File: config.mk
export PLATFORM = sky130hd
export DESIGN_NAME = mem_stage_ctrl
export DESIGN_NICKNAME = d
export VERILOG_FILES = /design/src/rtl/mem_stage_ctrl.sv
export SDC_FILE = /design/constraint.sdc
export NUM_CORES = 1
export LEC_CHECK = 0
export ABC_AREA = 1
export BUFFER_PORTS_ARGS = -buffer_cell sky130_fd_sc_hd__buf_2
export CORE_MARGIN = 4
export CORE_UTILIZATION = 47
export CTS_CLUSTER_SIZE = 20
export DETAILED_ROUTE_END_ITERATION = 10
export GPL_ROUTABILITY_DRIVEN = 1
export PLACE_DENSITY = 0.76
export REMOVE_ABC_BUFFERS = 1
export SLEW_MARGIN = 30
export SYNTH_ARGS = -nofsm -noshare
export SYNTH_HDL_FRONTEND = slang
export SYNTH_SLANG_ARGS = --single-unit
File: constraint.sdc
create_clock -name clk -period 1.9 [get_ports clk]
set_clock_uncertainty 0.1 [all_clocks]
set_input_delay 0.095 -clock clk [delete_from_list [all_inputs] [get_ports clk]]
set_output_delay 0.095 -clock clk [all_outputs]
set_load 0.005 [all_outputs]
File: src/rtl/mem_stage_ctrl.sv
`default_nettype none
// ============================================================================
// Module      : mem_stage_ctrl
// Description : MEM pipeline stage controller. Consumes the EX/MEM register,
//               runs the data-memory access over a req/ack handshake with a
//               timeout abort, stalls EX/MEM while the access is pending and
//               drives the MEM/WB fields.
// Revision    : 1.0 - initial release
// ============================================================================
module mem_stage_ctrl #(
  parameter int W       = 16,
  parameter int TIMEOUT = 15
) (
  input  logic         clk,
  input  logic         rst_n,
  input  logic         i_reg_write,
  input  logic         i_mem_write,
  input  logic         i_mem_read,
  input  logic         i_reg_store,
  input  logic [W-1:0] i_pcp2,
  input  logic [W-1:0] i_alu_result,
  input  logic [W-1:0] i_3rd_arg,
  input  logic [W-1:0] i_rd,
  input  logic         i_mem_ack,
  input  logic [W-1:0] i_mem_rdata,
  output logic         o_mem_req,
  output logic         o_mem_we,
  output logic [W-1:0] o_mem_addr,
  output logic [W-1:0] o_mem_wdata,
  output logic         o_exmem_write,
  output logic         o_mem_err,
  output logic         o_reg_write,
  output logic         o_reg_store,
  output logic [W-1:0] o_pcp2,
  output logic [W-1:0] o_alu_result,
  output logic [W-1:0] o_mem_data,
  output logic [W-1:0] o_rd
);

  typedef enum logic [0:0] {
    S_IDLE = 1'b0,
    S_WAIT = 1'b1
  } state_t;

  // Last counter value before the request is abandoned.
  localparam logic [7:0] c_last = 8'(TIMEOUT - 1);

  state_t     r_state;
  state_t     w_state_nxt;
  logic [7:0] r_cnt;
  logic       w_access;
  logic       w_timeout;
  logic       w_exmem_write;

  assign w_access      = i_mem_read | i_mem_write;
  assign w_timeout     = (r_cnt == c_last);
  assign o_exmem_write = w_exmem_write;

  // State register.
  always_ff @(posedge clk or negedge rst_n) begin
    if (!rst_n) begin
      r_state <= S_IDLE;
    end else begin
      r_state <= w_state_nxt;
    end
  end

  // Next state and EX/MEM write enable; the stage stalls only while an access
  // is being launched or is still waiting without ack or timeout.
  always_comb begin
    w_state_nxt   = r_state;
    w_exmem_write = 1'b1;
    case (r_state)
      S_IDLE: begin
        if (w_access) begin
          w_exmem_write = 1'b0;
          w_state_nxt   = S_WAIT;
        end
      end
      S_WAIT: begin
        if (i_mem_ack || w_timeout) begin
          w_state_nxt = S_IDLE;
        end else begin
          w_exmem_write = 1'b0;
        end
      end
      default: begin
        w_state_nxt = S_IDLE;
      end
    endcase
  end

  // Memory request, timeout counter and MEM/WB field registers.
  always_ff @(posedge clk or negedge rst_n) begin
    if (!rst_n) begin
      r_cnt        <= 8'd0;
      o_mem_req    <= 1'b0;
      o_mem_we     <= 1'b0;
      o_mem_addr   <= '0;
      o_mem_wdata  <= '0;
      o_mem_err    <= 1'b0;
      o_reg_write  <= 1'b0;
      o_reg_store  <= 1'b0;
      o_pcp2       <= '0;
      o_alu_result <= '0;
      o_mem_data   <= '0;
      o_rd         <= '0;
    end else begin
      o_mem_err <= 1'b0;
      case (r_state)
        S_IDLE: begin
          if (w_access) begin
            // Launch: capture the request fields, which then stay frozen
            // while the request is up, and send a bubble down to MEM/WB.
            o_mem_req   <= 1'b1;
            o_mem_we    <= i_mem_write;
            o_mem_addr  <= i_alu_result;
            o_mem_wdata <= i_3rd_arg;
            o_reg_write <= 1'b0;
            o_reg_store <= 1'b0;
            r_cnt       <= 8'd0;
          end else begin
            o_reg_write  <= i_reg_write;
            o_reg_store  <= i_reg_store;
            o_pcp2       <= i_pcp2;
            o_alu_result <= i_alu_result;
            o_rd         <= i_rd;
            o_mem_data   <= '0;
          end
        end
        S_WAIT: begin
          if (i_mem_ack) begin
            o_mem_req    <= 1'b0;
            o_reg_write  <= i_reg_write;
            o_reg_store  <= i_reg_store;
            o_pcp2       <= i_pcp2;
            o_alu_result <= i_alu_result;
            o_rd         <= i_rd;
            o_mem_data   <= o_mem_we ? '0 : i_mem_rdata;
          end else if (w_timeout) begin
            // Abort: retire the instruction without a register writeback.
            o_mem_req    <= 1'b0;
            o_mem_err    <= 1'b1;
            o_reg_write  <= 1'b0;
            o_reg_store  <= i_reg_store;
            o_pcp2       <= i_pcp2;
            o_alu_result <= i_alu_result;
            o_rd         <= i_rd;
            o_mem_data   <= '0;
          end else begin
            r_cnt <= r_cnt + 8'd1;
          end
        end
        default: begin
          o_mem_req <= 1'b0;
        end
      endcase
    end
  end

endmodule
`default_nettype wire

==> results of run 1 <==
-- synth_stat cells, drive strengths merged --
library cell and count:
inv 11, nand3 61, o21ai 6, nand2 270, nor3b 1, xnor2 1
clkbuf 11, dfrtp 110, nor3 2, xor2 2, nor2 8, buf 16
ha 2
-- flip-flops by register name, indices dropped and copies added (netlist names), 8 cells and up --
signal / cells
o_alu_result: 16
o_mem_addr: 16
o_mem_data: 16
o_mem_wdata: 16
o_pcp2: 16
o_rd: 16
r_cnt: 8
-- final cells by class --
cell class / instances / area (µm²) / share of cell area
Clock buffer: 10 / 128 / 0.0191
Clock inverter: 6 / 43.8 / 0.00656
Inverter: 11 / 46.3 / 0.00694
Multi-Input combinational cell: 353 / 1500 / 0.225
Sequential cell: 110 / 2750 / 0.412
Tap cell: 108 / 135 / 0.0202
Timing Repair Buffer: 296 / 2070 / 0.310
-- repair_timing --
item | in CTS | in global routing
gates resized for setup | 3 | 5
pin swaps | 1 | 1
setup endpoints to repair | 1 | 1
hold buffers | 85 | 0
buffers inserted | 3 | 6
endpoints found under the hold margin | 210 | 0
gates cloned | 2 | 0
-- per-layer routing --
layer  global-route usage  up-vias
li1                     -     2108
met1                0.331     2117
met2                0.430      230
met3               0.0530       16
met4               0.0778        0
met5                    0        -
-- critical path: stages (launching register included) --
cell	delay, ns
dfrtp_1	0.40
inv_1	0.06
ha_2	0.18
nand3_4	0.09
o21ai_4	0.19
nand2_4	0.08
buf_12	0.15
clkinv_4	0.04
buf_2	0.09
-- where the power goes --
part           leakage, nW  switching, mW  internal (mW)
clock network       0.0875          0.779          0.489
registers             1.38          0.409           3.04
logic                 2.33           1.37           1.21
total                 3.79           2.56           4.74
-- kinds of logic (layout without fill, tap and decap cells) --
family          Yosys count  count (layout)
flops                   110             110
compound gates            6               6
buf+inv                  38             323
fa+ha+maj                 2               2
simple gates            342             342
xor+xnor                  3               3
-- path summary, 6_finish.rpt --
| kind | start | to | slack, ns |
|---|---|---|---|
| setup / recovery | r_cnt[0] | o_exmem_write | 0.07 |
| hold / removal | i_mem_read | r_cnt[7] | 0.08 |
| setup reg to reg | r_cnt[0] | o_mem_data[10] | 0.11 |
| hold reg to reg | o_pcp2[0] | o_pcp2[0] | 0.37 |
| max in group asynchronous | rst_n | o_rd[8] | 1.02 |
| min in group asynchronous | rst_n | o_mem_data[2] | 0.11 |
-- metrics by stage --
stage	TNS (ns)	util	instance area [µm²]
4_1_cts	0	0.743	6610
6_report	0	0.751	6680
3_3_place_gp	0	0.617	5490
2_1_floorplan	-341.20	-	4260
3_5_place_dp	0	0.617	5490
5_1_grt	-0.0206	0.751	6680
==> metrics.yaml, run 1 <==
path_clk_slew_ns: 0.10
grt.total_usage: 0.254
setup_viol: 0
grt_pass1_vias: 4500
first_iter_violations: 338
cts_max_level: 3
cts_made_buffers: 9
yosysUniqueCellTypes: 17
timing.final.max_slew_violations: 0
arrival_ns: 1.63
ir_drop_uv: 605
wl_per_cell_um: 15.4
numPortBuffers: 188
grt_pass1_wl_mm: 22.6
drive_gt1_frac: 0.299
cts_max_path_buffers: 2
hold_path_class: "input port to flip-flop"
maxCapViolCount: 0
cp_max_fo: 6
critPathKind: "flip-flop to output port"
synth_seq_cells: 110
min_period_over_period: 0.962
drc_errors: 0
synth_largest_area_cell: "dfrtp_1"
relSlewSlack: 0.589
dpl.cell_count: 782
synth.cell_area_um2: 4380
vias: 4471
clock.fmax_ghz: 0.547
stdcell_count: 894
required_ns: 1.70
core_um2: 8890
die_h_um: 105
synthAdderAreaFrac: 0.00571
finalWirelength_mm: 13.8
seq_area_frac_synth: 0.628
clk_latency_ns: 0.35
synth_top_area_frac: 0.628
powerDensity_nw_per_um2: 1090
hold_slack_ns: 0.0755
hpwl_mm: 8.26
fillers: 592
gp_congestion: 0.824
syn_avg_cell_area_um2: 8.75
synth.area.top_cells: "dfrtp_1 (63%), nand2_1 (23%), nand3_1 (7.0%)"
p_leak_nw: 3.79
grt_max_degree: 42
clock_sinks: 110
dieWidth_um: 105
nets: 870
wl_met3_mm: 1.14
ioPinCount: 189
power_mw: 7.30
worstSetupEndpointType: "output port"
synth_warnings: 0
met2RoutedLength_mm: 6.78
rows: 34
mostFrequentLayoutCell: "nand2_1"
antenna_found_initial: 0
run_status: "completed"
drt-pass1-iter-count: 4
antenna_left: 0
post-route-min-period_ns: 1.83
antenna_cells: 0
layout_common_cells: "nand2_1 (269), buf_2 (187), dfrtp_1 (110)"
met1_length_mm: 5.66
synthMuxAreaShare: 0
root_buffer: "clkbuf_8"
yosys.area_share.xor_xnor: 0.00599
syn_to_final_growth_pct: 52.3
tightest_slew_ns: 0.616
dieArea_um2: 10900
synth_top_family_by_area: "simple AND/OR/NAND/NOR gates"
preCtsSetupSlack_ns: 0.209
start_kind: "flip-flop"
gr-total-overflow: 0
synth_compound_area_frac: 0.00942
r2r_cells: 9
top_layer_used: "met4"
initial_core_util: 0.493
hold_viol: 0
avgViaCountPerCell: 5.00
worstHoldPathCells: 4
layout_setup_ws_ns: 0.0723
cts_tree: "built"
synthCells: 501
synth-simple-area-share: 0.312
(Power assumes the default switching activity.)
==> inputs of run 2 (changes only) <==
==> constraint.sdc (replaced) <==
create_clock -name clk -period 1.9 [get_ports clk]
set_clock_uncertainty 0.1 [all_clocks]
set_input_delay 0.38 -clock clk [delete_from_list [all_inputs] [get_ports clk]]
set_output_delay 0.38 -clock clk [all_outputs]
set_load 0.005 [all_outputs]
==> run 2 against run 1 <==
  * The run now ends with negative setup slack left
  * Clock power about the same
  * Sequential share of layout area up 6.7 points
  * Cell area down 14%
  * Critical path type unchanged
  * Largest cell class unchanged
  * Flip-flop and latch count unchanged
  * Sequential power about the same
  * Via count down 12%
  * Worst hold slack better by 0.033 ns
  * Fmax down 7.3%
  * Final cell count down 9.8%
  * Wire length down 16%
==> metrics.yaml, run 2 (synthesized netlist as in run 1, its figures left out) <==
run_status: "finished with violations"
violations: "negative setup slack"
r2r_cells: 9  # unchanged
gr-total-overflow: 0  # unchanged
hold_slack_ns: 0.108  # +0.0330 ns
rows: 34  # unchanged
cts_tree: "built"
layout_common_cells: "nand2_1 (269), buf_2 (186), dfrtp_1 (110)"
wl_per_cell_um: 14.4  # -6.5%
antenna_cells: 0  # unchanged
dieWidth_um: 105  # unchanged
nets: 782  # -10%
gp_congestion: 0.793  # -3.8%
avgViaCountPerCell: 4.90  # -2.0%
setup_viol: 1  # +1
drt-pass1-iter-count: 4  # unchanged
reg2reg_from: "r_cnt[0]"
powerDensity_nw_per_um2: 1210  # +11%
r2r_end: "r_cnt[4]"
start_kind: "flip-flop"
syn_to_final_growth_pct: 30.9
vias: 3952  # -12%
mostFrequentLayoutCell: "nand2_1"
first_iter_violations: 221  # -35%
crit_end: "o_exmem_write"
initial_core_util: 0.493  # unchanged
dieArea_um2: 10900  # unchanged
antenna_left: 0  # unchanged
grt_pass1_wl_mm: 19.0  # -16%
clk_latency_ns: 0.35  # about the same
tightest_slew_ns: 0.468  # -0.148 ns
timing.final.max_slew_violations: 0  # unchanged
cp_max_fo: 2  # -4
clock_sinks: 110  # unchanged
drive_gt1_frac: 0.325  # +0.0262
arrival_ns: 1.49  # -0.14 ns
core_um2: 8890  # unchanged
die_h_um: 105  # unchanged
cts_max_level: 3  # unchanged
root_buffer: "clkbuf_8"
p_leak_nw: 3.38  # -11%
post-route-min-period_ns: 1.97  # +0.143 ns
postPlaceCellArea_um2: 5500  # +0.27%
grt_pass1_vias: 4016  # -11%
worstHoldPathCells: 3  # -1
startpoint: "r_cnt[0]"
fillers: 785  # +33%
cts_made_buffers: 9  # unchanged
drc_errors: 0  # unchanged
min_period_over_period: 1.04  # +0.0753
rsz0062_at_grt: "true"
grt.total_usage: 0.211  # -0.0431
maxCapViolCount: 0  # unchanged
layout_setup_ws_ns: -0.0708  # -0.143 ns
critPathKind: "flip-flop to output port"
antenna_found_initial: 0  # unchanged
finalWirelength_mm: 11.6  # -16%
numPortBuffers: 188  # unchanged
hold_path_class: "input port to flip-flop"
r2r_setup_slack_ns: 0.14  # +0.03 ns
ioPinCount: 189  # unchanged
path_clk_slew_ns: 0.10  # about the same
required_ns: 1.42  # -0.28 ns
ir_drop_uv: 583  # -3.7%
cts_max_path_buffers: 2  # unchanged
worstSetupEndpointType: "output port"
hpwl_mm: 8.42  # +2.0%
relSlewSlack: 0.688  # +0.0991
hold_viol: 0  # unchanged
grt_max_degree: 44  # +4.8%
clock.fmax_ghz: 0.507  # -7.3%
fin_util: 0.645  # -0.106
design_area_um2: 5740  # -14%
## run 2: cell count changes in the layout (fill, tap and decap cells not counted), sizes merged
cell	before	now
dlygate4sd3	85	1
clkinv	3	2
clkbuf	10	11
inv	13	11
buf	209	207
clkinvlp	1	3
bufbuf	2	0
## run 2: worst min-delay path by stage
stage	from	endpoint	slack [ns]
floorplan	rst_n	o_alu_result[0]	-0.02
global placement	rst_n	o_rd[1]	0.26
detailed placement	rst_n	o_mem_we	0.27
CTS	i_3rd_arg[9]	o_mem_wdata[9]	0.09
global route	i_3rd_arg[1]	o_mem_wdata[1]	0.10
finish	i_3rd_arg[1]	o_mem_wdata[1]	0.11
## run 2: stage by stage
| step | TNS (ns) | power [mW] | setup WS, ns | std cells |
|---|---|---|---|---|
| after detailed placement | 0 | 5.73 | 0.128 | 784 |
| after floorplan | -372.83 | 4.45 | -3.73 | 474 |
| after global routing | -0.161 | 7.44 | -0.161 | 806 |
| after global placement | 0 | 5.63 | 0.162 | 784 |
| final | -0.0708 | 6.93 | -0.0708 | 806 |
| after CTS | -0.0884 | 7.01 | -0.0884 | 806 |
## run 2: timing repair
item	4_1_cts	5_1_grt
hold endpoints to repair	31	0
pin swaps	1	1
resized for setup	1	4
buffers inserted	5	0
endpoints found under the setup margin	1	1
hold buffers	1	0
## run 2: worst max-delay path: stages, from the launching register on
cell     delay [ns]
dfrtp_1        0.39
inv_1          0.06
ha_2           0.19
nand3_4        0.09
o21ai_4        0.17
nand2_2        0.08
inv_2          0.07
buf_6          0.08
## run 2: cell type report
type,instances,area (µm²),share of cell area
inverter,11,41.3,0.00720
tap,108,135,0.0236
timing repair buffer,208,1150,0.201
clock inverter,5,36.3,0.00632
sequential,110,2750,0.480
multi-input combinational,353,1490,0.259
clock buffer,11,131,0.0229
## run 2: power breakdown
| group | switching [mW] | internal, mW | total (mW) |
|---|---|---|---|
| registers | 0.404 | 3.04 | 3.44 |
| clock network | 0.762 | 0.479 | 1.24 |
| logic | 1.26 | 0.988 | 2.25 |
## run 2: per-layer routing
| layer | vias to the layer above | global-route usage | wire, µm |
|---|---|---|---|
| met1 | 1862 | 0.258 | 4830 |
| met2 | 149 | 0.357 | 5580 |
| li1 | 1932 | - | - |
| met4 | 0 | 0.0637 | 113 |
| met3 | 9 | 0.0691 | 1100 |
| met5 | - | 0 | 0 |
